### src/rtl/lsu_pkg.sv
// Shared types, funct3 encodings and byte-enable helper for the load/store unit.
package lsu_pkg;

  localparam logic [2:0] F3_B  = 3'b000;
  localparam logic [2:0] F3_H  = 3'b001;
  localparam logic [2:0] F3_W  = 3'b010;
  localparam logic [2:0] F3_BU = 3'b100;
  localparam logic [2:0] F3_HU = 3'b101;

  typedef enum logic [1:0] {IDLE, REQ, WAIT, RESP} lsu_state_t;

  // Byte enables for a store of the given size at the given byte offset.
  function automatic logic [3:0] be_gen(input logic [2:0] funct3, input logic [1:0] off);
    logic [3:0] be;
    case (funct3)
      F3_B:    be = 4'b0001 << off;
      F3_H:    be = 4'b0011 << {off[1], 1'b0};
      default: be = 4'hF;
    endcase
    return be;
  endfunction

endpackage

### src/rtl/lsu_load_align.sv
// Shifts the read word down to the addressed lane and sign/zero-extends it.
module lsu_load_align
  import lsu_pkg::*;
(
  input  logic [31:0] rdata,
  input  logic [1:0]  offset,
  input  logic [2:0]  funct3,
  output logic [31:0] result
);

  logic [31:0] sh;

  // Lane select then extension by access type; word accesses are aligned so sh == rdata.
  always_comb begin
    sh = rdata >> {offset, 3'b000};
    case (funct3)
      F3_B:    result = {{24{sh[7]}}, sh[7:0]};
      F3_BU:   result = {24'h0, sh[7:0]};
      F3_H:    result = {{16{sh[15]}}, sh[15:0]};
      F3_HU:   result = {16'h0, sh[15:0]};
      F3_W:    result = sh;
      default: result = 32'h0;
    endcase
  end

endmodule

### src/rtl/load_store_unit.sv
// Sequential load/store unit: one access at a time over a req/gnt + rvalid memory port.
module load_store_unit
  import lsu_pkg::*;
#(
  parameter int unsigned ADDR_W      = 12,
  parameter int unsigned TIMEOUT_CYC = 255
) (
  input  logic              clk,
  input  logic              reset,
  input  logic              req_valid,
  output logic              req_ready,
  input  logic              req_we,
  input  logic [2:0]        req_funct3,
  input  logic [31:0]       req_addr,
  input  logic [31:0]       req_wdata,
  output logic              busy,
  output logic              rsp_valid,
  output logic [31:0]       rsp_rdata,
  output logic              rsp_err,
  output logic              rsp_timeout,
  output logic              mem_req,
  input  logic              mem_gnt,
  output logic              mem_we,
  output logic [ADDR_W-1:0] mem_addr,
  output logic [3:0]        mem_be,
  output logic [31:0]       mem_wdata,
  input  logic              mem_rvalid,
  input  logic [31:0]       mem_rdata
);

  localparam logic [7:0] TimeoutLim = 8'(TIMEOUT_CYC);

  lsu_state_t        state_q, state_d;
  logic              we_q;
  logic [2:0]        f3_q;
  logic [ADDR_W+1:0] addr_q;
  logic [31:0]       wdata_q;
  logic [31:0]       rdata_q, rdata_d;
  logic              err_q, err_d, tout_q, tout_d;
  logic [7:0]        cnt_q, cnt_d;
  logic              accept, legal, f3_ok, aligned, timeout_hit;
  logic [31:0]       load_result;
  logic              in_req;

  assign accept      = req_valid && req_ready;
  assign timeout_hit = (cnt_q + 8'd1) == TimeoutLim;

  // Legality of the incoming request: encoding allowed for the direction, and natural alignment.
  always_comb begin
    if (req_we) begin
      f3_ok = (req_funct3 == F3_B) || (req_funct3 == F3_H) || (req_funct3 == F3_W);
    end else begin
      f3_ok = (req_funct3 == F3_B) || (req_funct3 == F3_H) || (req_funct3 == F3_W) ||
              (req_funct3 == F3_BU) || (req_funct3 == F3_HU);
    end
    case (req_funct3[1:0])
      2'b01:   aligned = (req_addr[0] == 1'b0);
      2'b10:   aligned = (req_addr[1:0] == 2'b00);
      default: aligned = 1'b1;
    endcase
    legal = f3_ok && aligned;
  end

  lsu_load_align u_load_align (
    .rdata  (mem_rdata),
    .offset (addr_q[1:0]),
    .funct3 (f3_q),
    .result (load_result)
  );

  // State and response registers.
  always_ff @(posedge clk) begin
    if (reset) begin
      state_q <= IDLE;
      rdata_q <= 32'h0;
      err_q   <= 1'b0;
      tout_q  <= 1'b0;
      cnt_q   <= 8'h0;
    end else begin
      state_q <= state_d;
      rdata_q <= rdata_d;
      err_q   <= err_d;
      tout_q  <= tout_d;
      cnt_q   <= cnt_d;
    end
  end

  // Request capture so the core may change its inputs after the handshake.
  always_ff @(posedge clk) begin
    if (reset) begin
      we_q    <= 1'b0;
      f3_q    <= 3'b000;
      addr_q  <= '0;
      wdata_q <= 32'h0;
    end else if (accept) begin
      we_q    <= req_we;
      f3_q    <= req_funct3;
      addr_q  <= req_addr[ADDR_W+1:0];
      wdata_q <= req_wdata;
    end
  end

  // Next-state logic; grant/rvalid take priority over an expiring timeout.
  always_comb begin
    state_d = state_q;
    rdata_d = rdata_q;
    err_d   = err_q;
    tout_d  = tout_q;
    cnt_d   = cnt_q;
    unique case (state_q)
      IDLE: begin
        if (accept) begin
          cnt_d   = 8'h0;
          rdata_d = 32'h0;
          tout_d  = 1'b0;
          err_d   = !legal;
          state_d = legal ? REQ : RESP;
        end
      end
      REQ: begin
        cnt_d = cnt_q + 8'd1;
        if (mem_gnt) begin
          state_d = we_q ? RESP : WAIT;
        end else if (timeout_hit) begin
          err_d   = 1'b1;
          tout_d  = 1'b1;
          state_d = RESP;
        end
      end
      WAIT: begin
        cnt_d = cnt_q + 8'd1;
        if (mem_rvalid) begin
          rdata_d = load_result;
          state_d = RESP;
        end else if (timeout_hit) begin
          err_d   = 1'b1;
          tout_d  = 1'b1;
          state_d = RESP;
        end
      end
      RESP: state_d = IDLE;
      default: state_d = IDLE;
    endcase
  end

  // Outputs; memory-side signals are only driven while a request is outstanding.
  always_comb begin
    in_req      = (state_q == REQ);
    req_ready   = (state_q == IDLE);
    busy        = (state_q != IDLE);
    rsp_valid   = (state_q == RESP);
    rsp_rdata   = rsp_valid ? rdata_q : 32'h0;
    rsp_err     = rsp_valid && err_q;
    rsp_timeout = rsp_valid && tout_q;
    mem_req     = in_req;
    mem_we      = in_req && we_q;
    mem_addr    = in_req ? addr_q[ADDR_W+1:2] : '0;
    mem_be      = 4'h0;
    mem_wdata   = 32'h0;
    if (in_req) begin
      mem_be = we_q ? be_gen(f3_q, addr_q[1:0]) : 4'hF;
    end
    if (in_req && we_q) begin
      case (f3_q)
        F3_B:    mem_wdata = {4{wdata_q[7:0]}};
        F3_H:    mem_wdata = {2{wdata_q[15:0]}};
        default: mem_wdata = wdata_q;
      endcase
    end
  end

endmodule

### config.mk
export PLATFORM = sky130hd
export DESIGN_NAME = load_store_unit
export DESIGN_NICKNAME = d
export VERILOG_FILES = /design/src/rtl/lsu_pkg.sv /design/src/rtl/lsu_load_align.sv /design/src/rtl/load_store_unit.sv
export SDC_FILE = /design/constraint.sdc
export NUM_CORES = 1
export LEC_CHECK = 0
export ABC_AREA = 1
export BUFFER_PORTS_ARGS = -buffer_cell sky130_fd_sc_hd__buf_2
export CAP_MARGIN = 15
export CORE_MARGIN = 2
export CORE_UTILIZATION = 51
export CTS_BUF_LIST = sky130_fd_sc_hd__clkbuf_4
export DETAILED_ROUTE_END_ITERATION = 16
export GPL_TIMING_DRIVEN = 1
export PLACE_DENSITY = 0.83
export RECOVER_POWER = 25
export SYNTH_ARGS = -nofsm -noshare
export SYNTH_HDL_FRONTEND = slang
export SYNTH_SLANG_ARGS = --single-unit
### constraint.sdc
create_clock -name clk -period 4.9 [get_ports clk]
set_input_delay 0.98 -clock clk [delete_from_list [all_inputs] [get_ports clk]]
set_output_delay 0.98 -clock clk [all_outputs]
set_load 0.05 [all_outputs]
# Word-level counts from Yosys, hierarchy flattened
# Index checks and enable logic that the tools add are counted.
# Widths: inputs -> output; s select.
# totals
regBits	94
word_cells	86
# op_classes
n_addsub	1
n_eq_ne	18
n_shift	3
mux	32
n_bitwise	1
reduce_logical	22
# ops
cell	count
$pmux 32 s5	1
$mux 32	4
$pmux 32 s2	2
$shr 32x5->32	1
$pmux 8 s2	1
$eq 3x3->1 const B	4
$mux 12	1
$mux 1	10
$mux 2	5
$add 8x1->8 const B	1
$eq 8x8->1 const B	1
$mux 4	2
$mux 8	1
$pmux 2 s4	1
$pmux 4 s2	1
$eq 2x2->1 const B	3
$eq 3x1->1 const B	2
$eq 3x2->1 const B	2
$logic_not 3->1	2
$ne 2x2->1 const B	3
$pmux 1 s3	2
$reduce_bool 2->1	3
$logic_and 1x1->1	5
$eq 2x1->1 const B	2
13 further kinds	17

# Longest topological paths before layout
# Gate-level depths: netlist of the first run.
# depth
ltp_word	10
ltp_mapped	13

# Hierarchy
# From an unflattened synthesis of the first run, not the netlist that was laid out.
# unflattened
hier_cells	891
hier_area_um2	5484.0
# by_module_without_submodules
mod	n_inst	cells_each	area_per_inst_um2
load_store_unit	1	697	4565.6
lsu_load_align	1	194	918.4

# Worst setup path before layout of the first run
# Ideal clock, no wire load.
# synth_timing
path_kind	reg2out
from	register state_q[1]
to	output mem_wdata[16]
t_arrival_ns	2.675
required_ns	3.920
path_slack_ns	1.245
stages_incl_launch_ff	9
n_path_buf	2
cell_sequence	dfxtp_1 inv_1 ha_1 buf_2 nand2_1 inv_1 buf_2 o21ai_0 a21oi_1
# synth_between
elab_chain_len	3
# synth_rtl
element	line_no	text
start: declaration	load_store_unit.sv:33	lsu_state_t state_q, state_d;
start signal: assignment	load_store_unit.sv:80	state_q <= state_d;
$eq 2x1->1	load_store_unit.sv:148	in_req = (state_q == REQ);
named net mem_req	load_store_unit.sv:21	output logic mem_req,
$logic_and 1x1->1	-	
named net mem_we	load_store_unit.sv:23	output logic mem_we,
$mux 32	load_store_unit.sv:163	if (in_req && we_q) begin
end: declaration	load_store_unit.sv:26	output logic [31:0] mem_wdata,
# The timed path passes the listed nets, and every way through them passes these cells.

# Worst setup path in the final report of the first run
# layout_timing
from	register state_q[1]
to	output mem_wdata[25]
# layout_between
elab_chain_len	3
# layout_rtl
element	line_no
$eq 2x1->1	load_store_unit.sv:148
$logic_and 1x1->1	load_store_unit.sv:163
$mux 32	load_store_unit.sv:163
# Every way passes these cells.

==> flow_summary.yaml, run 1 <==
status:
  status: "complete, but fails checks"
  violations: "max-capacitance violations, max-slew violations"
floorplan:
  die_x_um: 104
  rows: 36
  die_h_um: 104
  die-area_um2: 10800
  start_util_pct: 52.3
  num_io_pins: 192
  coreArea_um2: 9730
global_route:
  gr-total-overflow: 0
  grt_max_degree: 62
  grt_pass1_wl_um: 23400
  grt_use_total_pct: 26.3
  antenna_found_initial: 0
  grt_pass1_vias: 5044
yosys:
  yosysUniqueCellTypes: 28
  synthCells: 828
  syn_nets: 942
  ys.warnings.count: 0
  synth-seq-cells: 94
  synth_ff_type: "dfxtp_1"
  yosys.area.top_type: "dfxtp_1"
  synth_common_cells: "nand2_1, nor2_1, dfxtp_1, o21ai_0, inv_1"
  postSynthAreaPerCell_um2: 6.15
  synth.most_common_cell: "nand2_1"
  seq_area_frac_synth_pct: 37.0
  synthDominantCellAreaShare_pct: 37.0
  netlist_area_um2: 5090
  synth.area.top_cells: "dfxtp_1, nand2_1, nor2_1, o21ai_0, a21oi_1"
  synth_edf_count: 0
  async_flop_share_pct: 0
timing:
  timing.slew.headroom_pct: -29.8
  fmax_ghz: 0.260
  min_period_ns: 3.85
  slew_viol_final: 90
  finalHoldViolations: 0
  finalSetupViolations: 0
  post-route-period-util_pct: 78.6
  worst_pin_slew_ns: 1.95
  skew_ns: 0.0242
  rsz0062_at_grt: "false"
  finalSetupTns_ns: 0
setup_path:
  startpoint_type: "flip-flop"
  required_ns: 3.92
  cp.arrival_ns: 2.87
  r2r_slack_ns: 2.49
  end_kind: "primary output"
  path_class: "reg -> out"
  r2r_start: "addr_q[1]$_SDFFE_PP0P_"
  crit_fanout: 17
  ff2ff_path_depth: 10
  rr_endpoint: "rdata_q[22]$_SDFFE_PP0P_"
clock_network:
  ctsResizeCount: 0
  cts_buffers: 9
  cts_buffer_depth: 2
  post-cts-setup-buffer-count: 0
  clkTransAtPathRegs_ns: 0.15
  cts.htree.levels: 3
  cts_root_buf: "clkbuf_4"
  worstSkewPairLatency_ns: 0.44
  cts_tree: "done"
  postCtsHoldBufs: 0
  clock-sinks: 94
routing:
  first_pass_iters: 6
  drc_errors: 0
  wire_per_inst_um: 13.1
  routed_wirelength_um: 14500
  viasPerCell: 5.18
  drt_iter0_drc: 373
  num_vias: 5741
  ant_nets: 0
layout:
  drive_gt1_share_pct: 20.9
  fin_util_pct: 63.2
  fillers: 1017
  area_growth_pct: 20.8
  antennaDiodeCount: 0
  nNetsFinal: 1085
worst_hold_path:
  min_path_cells: 2
  hold_path_class: "reg -> reg"
  min_to: "rdata_q[18]$_SDFFE_PP0P_"
  hp-start: "rdata_q[18]$_SDFFE_PP0P_"
placed_design:
  dp_hpwl_um: 10400
  place.gp.congestion: 0.882
  port_buffers: 173
power_and_ir_drop:
  powerDensity_nw_per_um2: 401
  p_leak_nw: 3.25
  vdd_drop_max_uv: 232
flow_run:
  drv_cap: 2
## layer usage
layer	wire length [µm]	GRT usage, %
met3	1190	5.39
met5	0	0
met4	347	10.2
met1	6220	33.6
met2	6740	43.6
## cell usage in the layout (no fill, tap or decap), types with 2 or more instances in the layout
cell          n
a21oi_1      79
a31oi_1       5
buf_2       172
buf_4         5
bufinv_16     3
clkbuf_1      2
clkbuf_4     10
clkinvlp_4    2
dfxtp_1      94
ha_1          9
inv_1        87
inv_2         5
nand2_1     201
nand2_2       3
nand3_1      27
nand4_1       2
nor2_1      149
o211ai_1      3
o21ai_0      94
o21ai_1      13
o21bai_1      2
## through the flow
stage | hold slack [ns] | worst slack [ns] | total power [W] | cell area [µm²] | cells
3_5_place_dp | 0.456 | 1.53 | 0.00194 | 5970 | 1093
5_1_grt | 0.501 | 0.743 | 0.00263 | 6150 | 1109
4_1_cts | 0.477 | 1.04 | 0.00247 | 6150 | 1109
2_1_floorplan | 0.444 | 1.25 | 0.00171 | 5090 | 828
3_3_place_gp | 0.452 | 1.56 | 0.00192 | 5970 | 1093
6_report | 0.476 | 1.05 | 0.00247 | 6150 | 1109
## flip-flops by register name, indices dropped and copies added, names as in the netlist
signal   flops
cnt_q        8
tout_q       1
rdata_q     32
f3_q         3
state_q      2
we_q         1
err_q        1
addr_q      14
wdata_q     32
## kinds of logic (layout without fill, tap and decap cells)
kind of cell	Yosys count	in the layout	share of synthesized area [%]
simple gates	383	383	29.2
mux	1	1	0.197
buf+inv	139	287	10.7
flops	94	94	37.0
fa+ha+maj	9	9	2.21
compound gates	202	202	20.7
## worst max-delay path: stages (launching register included)
cell     delay (ns)
dfxtp_1        0.38
inv_1          0.09
ha_1           0.54
nand2_1        0.34
inv_1          0.41
o21ai_0        0.24
nor2_1         0.15
buf_2          0.28
## power breakdown
| group | total (W) | internal, W | switching [W] | leakage, nW |
|---|---|---|---|---|
| clock network | 0.000533 | 0.000263 | 0.000270 | 0.0926 |
| registers | 0.000947 | 0.000872 | 0.0000748 | 0.770 |
| logic | 0.000986 | 0.000250 | 0.000737 | 2.38 |
## area by class of cell
type / count / area [µm²] / share of cell area (%)
clock inverter: 6 / 110 / 1.79
timing repair buffer: 179 / 906 / 14.7
sequential: 94 / 1880 / 30.6
tap: 133 / 166 / 2.71
clock buffer: 10 / 75.1 / 1.22
inverter: 92 / 345 / 5.62
multi-input combinational: 595 / 2660 / 43.3
## how the worst max path moves through the flow
| stage | from | endpoint | slack (ns) | depth (start not counted) |
|---|---|---|---|---|
| floorplan | state_q[1]$_SDFFE_PP0N_ | mem_wdata[16] | 1.25 | 8 |
| global placement | state_q[1]$_SDFFE_PP0N_ | mem_wdata[30] | 1.56 | 7 |
| detailed placement | state_q[1]$_SDFFE_PP0N_ | mem_wdata[25] | 1.53 | 7 |
| CTS | state_q[1]$_SDFFE_PP0N_ | mem_wdata[25] | 1.04 | 7 |
| global route | state_q[0]$_SDFFE_PP0N_ | mem_wdata[25] | 0.74 | 6 |
| finish | state_q[1]$_SDFFE_PP0N_ | mem_wdata[25] | 1.05 | 7 |
Power figures use the tool's default switching activity.
==> run 2, diff against run 1 <==
--- a/config.mk
+++ b/config.mk
@@ -5,7 +5,7 @@
 export SDC_FILE = /design/constraint.sdc
 export NUM_CORES = 1
 export LEC_CHECK = 0
-export ABC_AREA = 1
+export ABC_AREA = 0
 export BUFFER_PORTS_ARGS = -buffer_cell sky130_fd_sc_hd__buf_2
 export CAP_MARGIN = 15
 export CORE_MARGIN = 2
@@ -13,7 +13,7 @@
 export CTS_BUF_LIST = sky130_fd_sc_hd__clkbuf_4
 export DETAILED_ROUTE_END_ITERATION = 16
 export GPL_TIMING_DRIVEN = 1
-export PLACE_DENSITY = 0.83
+export PLACE_DENSITY = 0.82
 export RECOVER_POWER = 25
 export SYNTH_ARGS = -nofsm -noshare
 export SYNTH_HDL_FRONTEND = slang
==> constraint.sdc (replaced) <==
create_clock -name clk -period 3.9 [get_ports clk]
set_input_delay 0.78 -clock clk [delete_from_list [all_inputs] [get_ports clk]]
set_output_delay 0.78 -clock clk [all_outputs]
set_load 0.05 [all_outputs]
==> run 2 against run 1 <==
Net effect: the flow still finishes with violations (max-capacitance violations, max-slew violations); clock skew down 0.0089 ns; critical path type unchanged; worst hold slack worse by 0.013 ns; power grew 26%; sequential power rose by 26%; critical endpoint unchanged; largest power group unchanged.
==> flow_summary.yaml, run 2 <==
routing:
  routed_wirelength_um: 14800
  drc_errors: 0
  drt_iter0_drc: 377
  wire_per_inst_um: 15.5
  ant_nets: 0
  num_vias: 5355
  viasPerCell: 5.62
  first_pass_iters: 5
layout:
  fillers: 920
  drive_gt1_share_pct: 26.0
  nNetsFinal: 930
  reg.largest.list: "rdata_q x32, wdata_q x32, addr_q x14"
  area_growth_pct: 20.3
  finalNonFillerCells: 953
  final_cell_mix: "buf_2, nand2_1, dfxtp_1"
  antennaDiodeCount: 0
  final_area_um2: 6160
  final_common_cell: "buf_2"
yosys:
  yosys.area.top_type: "dfxtp_1"
  syn_nets: 792
  seq_area_frac_synth_pct: 36.8
  synthCells: 678
  synth.area.top_cells: "dfxtp_1, nand2_1, a21oi_1, and2_1, a22oi_1"
  synthDominantCellAreaShare_pct: 36.8
  ys.warnings.count: 0
  synth.most_common_cell: "nand2_1"
  synth_ff_type: "dfxtp_1"
  synth_common_cells: "nand2_1, dfxtp_1, a21oi_1"
  synth-seq-cells: 94
  netlist_area_um2: 5120
  async_flop_share_pct: 0
  yosysUniqueCellTypes: 48
  synth_edf_count: 0
  postSynthAreaPerCell_um2: 7.55
clock_network:
  cts_root_buf: "clkbuf_4"
  cts_buffers: 9
  ctsResizeCount: 0
  worstSkewPairLatency_ns: 0.44
  clkTransAtPathRegs_ns: 0.15
  cts.htree.levels: 3
  postCtsHoldBufs: 0
  clock-sinks: 94
  cts_buffer_depth: 2
  cts_tree: "done"
  post-cts-setup-buffer-count: 0
timing:
  worst_pin_slew_ns: 1.64
  slew_viol_final: 39
  finalSetupTns_ns: 0
  post-route-period-util_pct: 83.2
  fmax_ghz: 0.308
  timing.slew.headroom_pct: -9.60
  skew_ns: 0.0153
  hold_ws_ns: 0.463
  min_period_ns: 3.25
  finalHoldViolations: 0
  rsz0062_at_grt: "false"
  finalSetupViolations: 0
placed_design:
  placed_cells: 938
  dp_hpwl_um: 10600
  port_buffers: 173
  place.gp.congestion: 0.898
  place_area_um2: 5990
power_and_ir_drop:
  p_int_w: 0.00178
  p_leak_nw: 2.84
  powerDensity_nw_per_um2: 504
  p_switching_w: 0.00132
  pwr-share-clk_pct: 20.9
  swShare_pct: 42.5
  pwr-share-seq_pct: 38.3
  p_comb_share_pct: 40.7
  power_w: 0.00310
  vdd_drop_max_uv: 331
status:
  violations: "max-capacitance violations, max-slew violations"
  status: "complete, but fails checks"
worst_hold_path:
  hp-start: "addr_q[7]$_SDFFE_PP0P_"
  hold_path_class: "reg -> reg"
  min_path_cells: 2
  min_to: "addr_q[7]$_SDFFE_PP0P_"
setup_path:
  crit_fanout: 25
  r2r_start: "state_q[0]$_SDFFE_PP0N_"
  end_kind: "primary output"
  path_class: "reg -> out"
  cp.arrival_ns: 2.47
  startpoint_type: "flip-flop"
  required_ns: 3.12
  r2r_slack_ns: 0.99
  ff2ff_path_depth: 6
  rr_endpoint: "addr_q[0]$_SDFFE_PP0P_"
floorplan:
  die_h_um: 104
  die-area_um2: 10800
  num_io_pins: 192
  coreArea_um2: 9770
  die_x_um: 104
  start_util_pct: 52.3
  rows: 36
global_route:
  grt_pass1_wl_um: 23700
  grt_pass1_vias: 4888
  grt_max_degree: 53
  antenna_found_initial: 0
  gr-total-overflow: 0
  grt_use_total_pct: 26.7
flow_run:
  drv_cap: 1
run 2: changes by cell type in the layout (fill, tap and decap cells not counted), moves of 13 or more:
cell     previous run  this run
inv_1              87        11
and2_1              0        47
a22oi_1             1        30
o21ai_0            94        16
nor2_1            149        40
o21ai_1            13         0
mux2i_1             1        16
nand3_1            27         4
nand2_1           201       172
run 2: worst max path at each step:
stage / start / end / slack (ns)
finish: we_q$_SDFFE_PP0P_ / mem_wdata[25] / 0.65
CTS: we_q$_SDFFE_PP0P_ / mem_wdata[25] / 0.67
detailed placement: req_valid / rdata_q[19]$_SDFFE_PP0P_ / 1.18
global placement: req_valid / rdata_q[19]$_SDFFE_PP0P_ / 1.20
global route: we_q$_SDFFE_PP0P_ / mem_wdata[25] / 0.42
floorplan: state_q[1]$_SDFFE_PP0N_ / mem_wdata[27] / 0.49
run 2: per-stage QoR:
stage | setup WS (ns) | util [%]
6_report | 0.654 | 63.0
2_1_floorplan | 0.488 | -
3_3_place_gp | 1.20 | 61.3
3_5_place_dp | 1.18 | 61.3
4_1_cts | 0.668 | 63.0
5_1_grt | 0.425 | 63.0
run 2: logic make-up (layout without fill, tap and decap cells):
family          Yosys count  count (layout)  synth area share [%]
xor+xnor                  2               2                 0.342
flops                    94              94                  36.8
buf+inv                  67             209                  5.45
mux                      27              27                  5.99
simple gates            308             308                  27.8
fa+ha+maj                 9               9                  2.20
compound gates          171             171                  21.5
run 2: final cells by class:
cell class	count	area, µm²	area share [%]
Clock inverter	5	98.8	1.61
Inverter	11	41.3	0.671
Timing Repair Buffer	183	937	15.2
Multi-Input combinational cell	517	2960	48.0
Clock buffer	10	75.1	1.22
Sequential cell	94	1880	30.6
Tap cell	133	166	2.70
run 2: per-layer routing:
| layer | part of all wire (%) | wire, µm | global-route usage (%) | up-vias |
|---|---|---|---|---|
| li1 | - | - | - | 2603 |
| met1 | 43 | 6390 | 34.7 | 2466 |
| met2 | 46 | 6860 | 43.2 | 255 |
| met3 | 8.0 | 1190 | 5.08 | 31 |
| met4 | 2.4 | 358 | 11.7 | 0 |
| met5 | 0 | 0 | 0 | - |
run 2: power groups by stage:
stage	registers, W	clock network, W	logic (W)
final	0.00119	0.000650	0.00126
after global routing	0.00120	0.000702	0.00139
after CTS	0.00118	0.000666	0.00126
after detailed placement	0.00121	0	0.00126
after global placement	0.00120	0	0.00123
after floorplan	0.00116	0	0.000973
run 2: worst max-delay path, stage by stage, from the launching register on:
cell,delay [ns]
dfxtp_1,0.63
nand2_1,0.59
a211oi_1,0.46
buf_2,0.33
==> run 3, diff against run 2 <==
--- a/config.mk
+++ b/config.mk
@@ -9,11 +9,11 @@
 export BUFFER_PORTS_ARGS = -buffer_cell sky130_fd_sc_hd__buf_2
 export CAP_MARGIN = 15
 export CORE_MARGIN = 2
-export CORE_UTILIZATION = 51
+export CORE_UTILIZATION = 46
 export CTS_BUF_LIST = sky130_fd_sc_hd__clkbuf_4
 export DETAILED_ROUTE_END_ITERATION = 16
 export GPL_TIMING_DRIVEN = 1
-export PLACE_DENSITY = 0.82
+export PLACE_DENSITY = 0.78
 export RECOVER_POWER = 25
 export SYNTH_ARGS = -nofsm -noshare
 export SYNTH_HDL_FRONTEND = slang
==> constraint.sdc (replaced) <==
create_clock -name clk -period 2.9 [get_ports clk]
set_input_delay 0.58 -clock clk [delete_from_list [all_inputs] [get_ports clk]]
set_output_delay 0.58 -clock clk [all_outputs]
set_load 0.05 [all_outputs]
==> run 3 against run 2 <==
Net effect: the run now ends clean; register-to-register slack worse by 0.60 ns; clock power is 8.3% higher; core utilization is 6.0 points lower; global-route usage is 2.4 points lower; clock-buffer cell count is 1 higher; worst hold slack worse by 0.11 ns; combinational power is 36% higher; cell count is 1.6% higher; power is 29% higher; sequential cell count stayed put; via count is 3.3% lower; largest power group unchanged.
==> flow_summary.yaml, run 3 (synthesis results as in run 2) <==
setup_path:
  required_ns: 2.32
  r2r_slack_ns: 0.39
  cp.arrival_ns: 2.08
  crit_fanout: 9
  setup.worst_path.start: "f3_q[0]$_SDFFE_PP0P_"
  end_kind: "primary output"
  worst-path-stages: 4
  r2r_start: "state_q[1]$_SDFFE_PP0N_"
  startpoint_type: "flip-flop"
  cp_slowest_stage_delay_ns: 0.62
  ff2ff_path_depth: 7
  path_cells: "or3_1 -> nor2_1 -> a211oi_1 -> buf_2"
  path_delay_family: "flip-flops"
  crit_slowest_cell: "dfxtp_1"
  crit_buf_inv: 1
  path_class: "reg -> out"
routing:
  drc_errors: 0
  num_vias: 5180
  first_pass_iters: 5
  routed_wirelength_um: 14500
  viasPerCell: 5.35
  drt_iter0_drc: 400
  ant_nets: 0
  wire_per_inst_um: 14.9
clock_network:
  cts_root_buf: "clkbuf_4"
  clock-sinks: 94
  post-cts-setup-buffer-count: 0
  cts_tree: "done"
  clkTransAtPathRegs_ns: 0.15
  cts_buffers: 9
  postCtsHoldBufs: 0
  worstSkewPairLatency_ns: 0.44
  cts.htree.levels: 3
  cts_buffer_depth: 2
  ctsResizeCount: 0
placed_design:
  place_area_um2: 6050
  place.gp.congestion: 0.862
  dp_slack_ns: 0.373
  dp_hpwl_um: 10300
  placed_cells: 952
  port_buffers: 173
timing:
  skew_ns: 0.0148
  slew_viol_final: 0
  min_period_ns: 2.66
  fin_ws_ns: 0.241
  finalHoldViolations: 0
  worst_pin_slew_ns: 1.11
  fmax_ghz: 0.376
  rsz0062_at_grt: "false"
  post-route-period-util_pct: 91.7
  finalSetupViolations: 0
  timing.slew.headroom_pct: 25.8
worst_hold_path:
  hp-start: "req_wdata[3]"
  min_path_cells: 3
  hold_path_class: "in -> reg"
global_route:
  gr-total-overflow: 0
  grt_pass1_vias: 4705
  antenna_found_initial: 0
  grt_max_degree: 52
  grt_pass1_wl_um: 23000
  grt_use_total_pct: 24.3
layout:
  fin_util_pct: 57.0
  final_cell_mix: "buf_2, nand2_1, dfxtp_1"
  finalNonFillerCells: 968
  drive_gt1_share_pct: 26.9
  nNetsFinal: 937
  antennaDiodeCount: 0
  final_area_um2: 6180
  area_growth_pct: 20.8
  fillers: 1063
  reg.largest.list: "rdata_q x32, wdata_q x32, addr_q x14"
  final_common_cell: "buf_2"
status:
  status: "complete, no violations"
power_and_ir_drop:
  vdd_drop_max_uv: 402
  p_leak_nw: 2.85
  powerDensity_nw_per_um2: 648
flow_run:
  drv_cap: 0
floorplan:
  coreArea_um2: 10800
  die_x_um: 109
  num_io_pins: 192
  die_h_um: 109
  rows: 38
  start_util_pct: 47.2
  die-area_um2: 12000
[run 3: through the flow]
step / TNS (ns) / total power [W] / hold WS, ns
finish: 0 / 0.00401 / 0.352
global route: 0 / 0.00431 / 0.306
CTS: 0 / 0.00404 / 0.331
detailed placement: 0 / 0.00334 / 0.442
global placement: 0 / 0.00332 / 0.438
floorplan: -1.67 / 0.00287 / 0.432
[run 3: worst reg2reg max path: cells and delay by family (launching register included)]
kind,cells,cell delay [ns]
and+or+nand+nor,3,1.23
adders and majority gates,1,0.34
AOI/OAI and AO/OA,2,0.40
DFF,1,0.38
buffers and inverters,1,0.12
[run 3: per-layer routing]
layer	track usage, %	vias to the layer above	share of wire, %
met5	0	-	0
met4	8.41	0	2.1
met3	5.04	28	7.8
met2	38.8	222	45
met1	32.5	2321	45
li1	-	2609	-
[run 3: power by group]
part	leakage [nW]	switching [W]	internal, W	total [W]
combinational	2.01	0.00119	0.000520	0.00171
sequential	0.766	0.000145	0.00145	0.00160
clock	0.0719	0.000428	0.000276	0.000704
total	2.85	0.00176	0.00225	0.00401
[run 3: cell type report]
cell class,count,area [µm²],share of cell area [%]
clock buffers,11,82.6,1.34
clock inverters,5,50.0,0.810
multi-input cells,517,2960,47.9
flip-flops and latches,94,1880,30.4
repair buffers,190,987,16.0
well taps,140,175,2.83
inverters,11,41.3,0.668
[run 3: final timing paths]
path	end
worst max-delay path	mem_wdata[30]
worst max register to register	rdata_q[26]$_SDFFE_PP0P_
worst min register to register	addr_q[11]$_SDFFE_PP0P_
worst min-delay path	wdata_q[3]$_SDFFE_PP0P_
